$ cat config.mk
export PLATFORM = sky130hd
export DESIGN_NAME = serial_subtractor
export DESIGN_NICKNAME = d
export VERILOG_FILES = /design/src/rtl/serial_subtractor_pkg.sv /design/src/rtl/serial_subtractor_full_subtractor_d.sv /design/src/rtl/serial_subtractor.sv
export SDC_FILE = /design/constraint.sdc
export NUM_CORES = 1
export LEC_CHECK = 0
export BUFFER_PORTS_ARGS = -buffer_cell sky130_fd_sc_hd__buf_4
export CORE_ASPECT_RATIO = 0.9
export CORE_MARGIN = 5
export CORE_UTILIZATION = 34
export DETAILED_ROUTE_END_ITERATION = 10
export SETUP_SLACK_MARGIN = 0.3
export SLEW_MARGIN = 20
export SYNTH_ARGS = -nofsm -noshare
export SYNTH_HDL_FRONTEND = slang
export SYNTH_SLANG_ARGS = --single-unit
$ cat constraint.sdc
create_clock -name clk -period 2 [get_ports clk]
set_input_delay 0.3 -clock clk [delete_from_list [all_inputs] [get_ports clk]]
set_output_delay 0.3 -clock clk [all_outputs]
set_load 0.005 [all_outputs]
$ cat src/rtl/serial_subtractor_pkg.sv
// Shared types and constants for the bit-serial subtractor.
// Optional feature macro: SERIAL_SUBTRACTOR_SIGNED_OVF_EN (adds the signed overflow flag).
package serial_subtractor_pkg;

    // Operand widths the datapath is designed for.
    localparam int WIDTH_MIN = 2;
    localparam int WIDTH_MAX = 32;

    // Control states: waiting for a request, shifting bits, presenting the result.
    typedef enum logic [1:0] {
        IDLE = 2'd0,
        RUN  = 2'd1,
        DONE = 2'd2
    } state_t;

    // Bit counter width; it only needs to reach WIDTH-1, and it never shrinks below one bit.
    function automatic int cnt_width(input int width);
        return (width <= 2) ? 1 : $clog2(width);
    endfunction

endpackage

$ cat src/rtl/serial_subtractor_full_subtractor_d.sv
// Single-bit full subtractor cell: d = a - b - bin, with borrow out.
module full_subtractor_d (
    input  logic a,
    input  logic b,
    input  logic bin,
    output logic d,
    output logic bout
);

    // Difference bit is the parity of the three inputs; a borrow is needed
    // when b exceeds a, or when they are equal and a borrow is coming in.
    always_comb begin
        d    = a ^ b ^ bin;
        bout = (~a & b) | (~(a ^ b) & bin);
    end

endmodule

$ cat src/rtl/serial_subtractor.sv
// Bit-serial subtractor: diff = a - b, LSB first, one bit per clock through a
// single full-subtractor cell with a registered borrow.
// Optional feature macro: SERIAL_SUBTRACTOR_SIGNED_OVF_EN adds the ovf output
// (two's-complement signed overflow), computed from dedicated MSB capture flops.
module serial_subtractor
    import serial_subtractor_pkg::*;
#(
    parameter int WIDTH = 8
) (
    input  logic             clk,
    input  logic             rst,
    input  logic             start,
    input  logic [WIDTH-1:0] a,
    input  logic [WIDTH-1:0] b,
    output logic [WIDTH-1:0] diff,
    output logic             borrow,
    output logic             busy,
    output logic             done
`ifdef SERIAL_SUBTRACTOR_SIGNED_OVF_EN
    ,
    output logic             ovf
`endif
);

    localparam int CNT_W = cnt_width(WIDTH);
    localparam logic [CNT_W-1:0] LAST_BIT = CNT_W'(WIDTH - 1);

    state_t           state;
    logic [WIDTH-1:0] a_sh;
    logic [WIDTH-1:0] b_sh;
    logic [WIDTH-1:0] res_sh;
    logic             bin;
    logic [CNT_W-1:0] count;
    logic             d_bit;
    logic             bout_bit;
    logic [WIDTH-1:0] res_next;

`ifdef SERIAL_SUBTRACTOR_SIGNED_OVF_EN
    logic             a_msb;
    logic             b_msb;
`endif

    // The one arithmetic cell, always looking at the current LSBs and the stored borrow.
    full_subtractor_d u_cell (
        .a    (a_sh[0]),
        .b    (b_sh[0]),
        .bin  (bin),
        .d    (d_bit),
        .bout (bout_bit)
    );

    // Result register after this edge's bit is shifted in at the MSB end;
    // after WIDTH shifts the first bit computed sits at bit 0.
    always_comb begin
        res_next = {d_bit, res_sh[WIDTH-1:1]};
    end

    // Control FSM and datapath; diff/borrow only update on the final bit, so
    // the visible result stays stable for the whole of the next operation.
    always_ff @(posedge clk or posedge rst) begin
        if (rst) begin
            state  <= IDLE;
            a_sh   <= '0;
            b_sh   <= '0;
            res_sh <= '0;
            bin    <= 1'b0;
            count  <= '0;
            diff   <= '0;
            borrow <= 1'b0;
            busy   <= 1'b0;
            done   <= 1'b0;
`ifdef SERIAL_SUBTRACTOR_SIGNED_OVF_EN
            a_msb  <= 1'b0;
            b_msb  <= 1'b0;
            ovf    <= 1'b0;
`endif
        end else begin
            case (state)
                IDLE: begin
                    done <= 1'b0;
                    if (start) begin
                        a_sh   <= a;
                        b_sh   <= b;
                        res_sh <= '0;
                        bin    <= 1'b0;
                        count  <= '0;
                        busy   <= 1'b1;
                        state  <= RUN;
`ifdef SERIAL_SUBTRACTOR_SIGNED_OVF_EN
                        a_msb  <= a[WIDTH-1];
                        b_msb  <= b[WIDTH-1];
`endif
                    end
                end

                RUN: begin
                    a_sh   <= a_sh >> 1;
                    b_sh   <= b_sh >> 1;
                    res_sh <= res_next;
                    bin    <= bout_bit;
                    count  <= count + 1'b1;
                    if (count == LAST_BIT) begin
                        diff   <= res_next;
                        borrow <= bout_bit;
                        done   <= 1'b1;
                        state  <= DONE;
`ifdef SERIAL_SUBTRACTOR_SIGNED_OVF_EN
                        // The last bit computed is the result MSB.
                        ovf    <= (a_msb != b_msb) && (d_bit != a_msb);
`endif
                    end
                end

                DONE: begin
                    done  <= 1'b0;
                    busy  <= 1'b0;
                    state <= IDLE;
                end

                default: begin
                    done  <= 1'b0;
                    busy  <= 1'b0;
                    state <= IDLE;
                end
            endcase
        end
    end

endmodule

Word-level counts from Yosys, hierarchy flattened
Cells that the tools add are included.
Widths: inputs -> output; s select.
{"block": "totals", "regBits": 41, "in_bits": 19, "out_inout_bits": 11, "word_cells": 46}
{"block": "classes", "mux": 17, "n_reduce_logical": 6, "bitwise": 8, "n_eq_ne": 4, "n_addsub": 1}
{"operator": "$pmux 8 s2", "count": 3}
{"operator": "$mux 8", "count": 3}
{"operator": "$reduce_and 2->1", "count": 4}
{"operator": "$pmux 3 s2", "count": 1}
{"operator": "$mux 1", "count": 4}
{"operator": "$mux 2", "count": 2}
{"operator": "$ne 2x2->1 const B", "count": 2}
{"operator": "$pmux 1 s2", "count": 2}
{"operator": "$pmux 2 s2", "count": 1}
{"operator": "$add 3x1->3 const B", "count": 1}
{"operator": "$eq 3x3->1 const B", "count": 1}
{"operator": "$mux 3", "count": 1}
{"operator": "$not 1->1", "count": 3}
{"operator": "$and 1x1->1", "count": 2}
{"operator": "$eq 2x1->1 const B", "count": 1}
{"operator": "$logic_not 2->1", "count": 1}
{"operator": "$reduce_bool 2->1", "count": 1}
{"operator": "$xor 1x1->1", "count": 2}
{"operator": "$or 1x1->1", "count": 1}

Depth between registers and ports, before layout
{"block": "depth", "word_depth": 5, "mapped_depth": 5}

Cells and area by module
From an unflattened synthesis, not the netlist that was laid out.
{"block": "hier_totals", "cells_unflattened": 148, "hier_area_um2": 1779.2}
{"module": "serial_subtractor", "instances": 1, "area_each_um2": 1747.9, "cells_each": 144}
{"module": "full_subtractor_d", "instances": 1, "area_each_um2": 31.3, "cells_each": 4}

Least setup slack after synthesis
No wires, ideal clock.
{"block": "synth_timing", "path_kind": "reg2reg", "startpoint": "register count[0]", "endpoint": "register diff[0]", "setup_time_ps": 125, "stages_incl_launch_ff": 6, "setup_slack_ps": 554, "n_path_buf": 1, "arrival_time_ps": 1320, "cell_sequence": "dfrtp_1 ha_1 ha_1 nand3b_1 buf_4 mux2_4"}
{"block": "synth_via", "elab_chain_cells": 2}
{"item": "start: declaration", "line": "serial_subtractor.sv:33", "rtl": "logic [CNT_W-1:0] count;"}
{"item": "start signal: assignment", "line": "serial_subtractor.sv:101", "rtl": "count <= count + 1'b1;"}
{"item": "$eq 3x3->1", "line": "serial_subtractor.sv:102", "rtl": "if (count == LAST_BIT) begin"}
{"item": "$reduce_and 2->1 (no line)"}
{"item": "end signal: assignment", "line": "serial_subtractor.sv:103", "rtl": "diff <= res_next;"}
{"item": "end: declaration", "line": "serial_subtractor.sv:15", "rtl": "output logic [WIDTH-1:0] diff,"}
Every way passes these cells.
A chain may end at the register's enable or synchronous reset.

Worst setup path after layout
{"block": "layout_timing", "startpoint": "register count[0]", "endpoint": "register diff[5]"}
Same word-level chain as after synthesis.

==> impl_metrics.toml <==
[sta]
slew_violations = 0
max_clock_freq_mhz = 652
setup_slack_ns = 0.465
rsz0062_at_grt = "false"
fin_skew_ns = 0.0114
fin_crit_sh_pct = 76.7
totalNegativeSetupSlack_ns = 0
setup_violations = 0
hold_viol = 0
finalCriticalPeriod_ns = 1.53
tightest_slew_ns = 0.507
slew_headroom_pct = 66.2

[route]
postRouteAntennaNets = 0
wl_per_cell_microns = 14.3
num_vias = 1210
drtIter0Drc = 48
drt-total-wl_microns = 3670
viasPerCell = 4.71
firstDrtPassIters = 4
drc = 0

[setup_path]
startpoint_type = "flip-flop"
path_max_fanout = 10
crit_arrival_ns = 1.72
rrSetupSlack_ns = 0.47
r2r-end = "diff[5]$_DFFE_PP0P_"
setup.worst_path.end_class = "flip-flop"
r2r_cells = 5
worstSetupPathType = "reg2reg"
timing.rr.start = "count[0]$_DFFE_PP0P_"
worstPathRequired_ns = 2.18

[clocking]
cts_max_path_buffers = 2
cts_made_buffers = 5
cts_resized = 0
post_cts.repair.setup_buffers = 0
cts_tree = "built"
hold_buffers = 0
path_clk_slew_ns = 0.08
h-tree-depth = 2
cts_num_sinks = 40
insertion_delay_ns = 0.30
root_buffer = "clkbuf_8"

[die]
floorplan.initialDensity_pct = 34.5
die_y_microns = 81.5
die_w_microns = 89.4
rows = 26
io_pins = 30
die-area_sq_um = 7290
core_area_sq_um = 5600

[synth]
synthesis.instances = 152
seq_area_frac_synth_pct = 51.8
synth_area_leader_cell = "dfrtp_1"
syn_area_sq_um = 1930
synth_fp_nets = 174
synthDominantCellAreaShare_pct = 51.8
synth_cell_types = 28
synthTopCellsByArea = "dfrtp_1 (52%), a221oi_2 (8.6%), mux2_4 (6.2%), nor3b_1 (4.7%), nor2b_1 (4.5%)"
yosysWarnings = 0
syn_avg_cell_area_sq_um = 12.7
synth-seq-cells = 40

[grt]
grt_use_met3_pct = 3.31
antenna_found_initial = 0
grt_max_degree = 41
grt.met2_usage_pct = 14.0
grt.total_usage_pct = 10.8
grt_pass1_wl_microns = 5960
top_usage_layer = "met1"
overflow = 0
use_met1_pct = 16.8
grt_pass1_vias = 1202

[flow_run]
max_cap_violations = 0

[layout]
drive_gt1_share_pct = 36.9
area_growth_pct = 21.3
multi_input_area_sq_um = 769
num-fill-cells = 545
final_nets = 208
area.sequential_sq_um = 1000
diodes = 0

[placed_design]
gp_congestion = 0.737
io_buffers = 29
place_hpwl_microns = 2490
dpl_worst_slack_ns = 0.392

[min_path]
hp-class = "in2async"

[power_and_ir_drop]
power_density_nw_per_um2 = 1480
p_leak_uw = 0.00113
vdd_drop_max_mv = 0.635

[outcome]
run_status = "finished, final reports clean"
critical path, stage by stage, from the launching register on:
cell and delay, ns:
dfrtp_1 0.39, ha_1 0.20, ha_1 0.21, nand3b_1 0.09, buf_4 0.21, mux2_4 0.32
stage by stage:
step / power [uW] / instances / cell area, sq um / hold slack (ns) / util [%]
3_3_place_gp: 2820 / 249 / 2230 / 0.463 / 39.9
2_1_floorplan: 2450 / 152 / 1930 / 0.456 / -
3_5_place_dp: 2860 / 249 / 2230 / 0.465 / 39.9
6_report: 3470 / 257 / 2340 / 0.124 / 41.9
5_1_grt: 3730 / 257 / 2340 / 0.159 / 41.9
4_1_cts: 3510 / 257 / 2340 / 0.139 / 41.8
how the worst max path moves through the flow:
stage | end | slack (ns) | from
3_3_place_gp | a_sh[6]$_DFFE_PP0P_ | 0.45 | state[0]$_DFFE_PP0P_
3_5_place_dp | b_sh[6]$_DFFE_PP0P_ | 0.39 | state[0]$_DFFE_PP0P_
2_1_floorplan | diff[0]$_DFFE_PP0P_ | 0.55 | count[0]$_DFFE_PP0P_
6_report | diff[5]$_DFFE_PP0P_ | 0.47 | count[0]$_DFFE_PP0P_
5_1_grt | diff[5]$_DFFE_PP0P_ | 0.38 | count[0]$_DFFE_PP0P_
4_1_cts | b_sh[6]$_DFFE_PP0P_ | 0.40 | state[0]$_DFFE_PP0P_
per-layer routing:
layer  vias up  part of all wire (%)
met5         -                     0
li1        600                     -
met1       567                    53
met3         7                   5.6
met2        36                    40
met4         0                   1.2
kinds of logic after synthesis:
kind of cell,count (synthesis),synth area share [%]
simple gates,38,12.9
buf+inv,32,8.42
compound gates,29,17.2
mux,10,7.32
fa+ha+maj,3,2.33
flops,40,51.8
Yosys cell counts:
library cell   n
dfrtp_1       40
inv_1         21
nor2b_1       14
nor3b_1       12
a221oi_2      11
a22o_1         9
mux2_4         8
buf_2          4
buf_6          4
nand3b_1       3
a21oi_1        2
a222oi_1       2
buf_4          2
ha_1           2
nand2_1        2
nand2b_1       2
nor2_1         2
o221ai_1       2
a211oi_2       1
clkbuf_1       1
fa_1           1
mux2_2         1
mux2i_1        1
nor2_2         1
nor4b_1        1
o21bai_4       1
o2bb2ai_1      1
or2_1          1
where the power goes:
part	switching (uW)	total (uW)	internal, uW	leakage (uW)
Clock	287	658	371	0.0000552
Combinational	607	1410	804	0.000582
Sequential	231	1400	1170	0.000493
registers in the layout, indices dropped and copies added (netlist names):
register	cells
borrow	1
diff	8
state	2
done	1
a_sh	8
b_sh	8
bin	1
count	3
busy	1
res_sh	7
cell usage in the layout (no fill, tap or decap), types with 2 or more instances in the layout:
cell	n
ha_1	2
clkbuf_8	5
a22o_1	9
nor2b_1	13
nand2b_1	2
nor2_1	2
nand3b_1	3
inv_1	21
a21oi_1	2
nor3b_1	12
a222oi_1	2
a221oi_2	11
dfrtp_1	40
nand2_1	2
o221ai_1	2
mux2_4	8
buf_4	37
layout make-up:
class	count	area share, %
Clock buffer	6	3.10
Clock inverter	2	1.50
Inverter	21	3.37
Multi-Input combinational cell	80	32.9
Sequential cell	40	42.7
Tap cell	70	3.74
Timing Repair Buffer	38	12.7
Note: power is estimated with default switching activity, not from simulation.
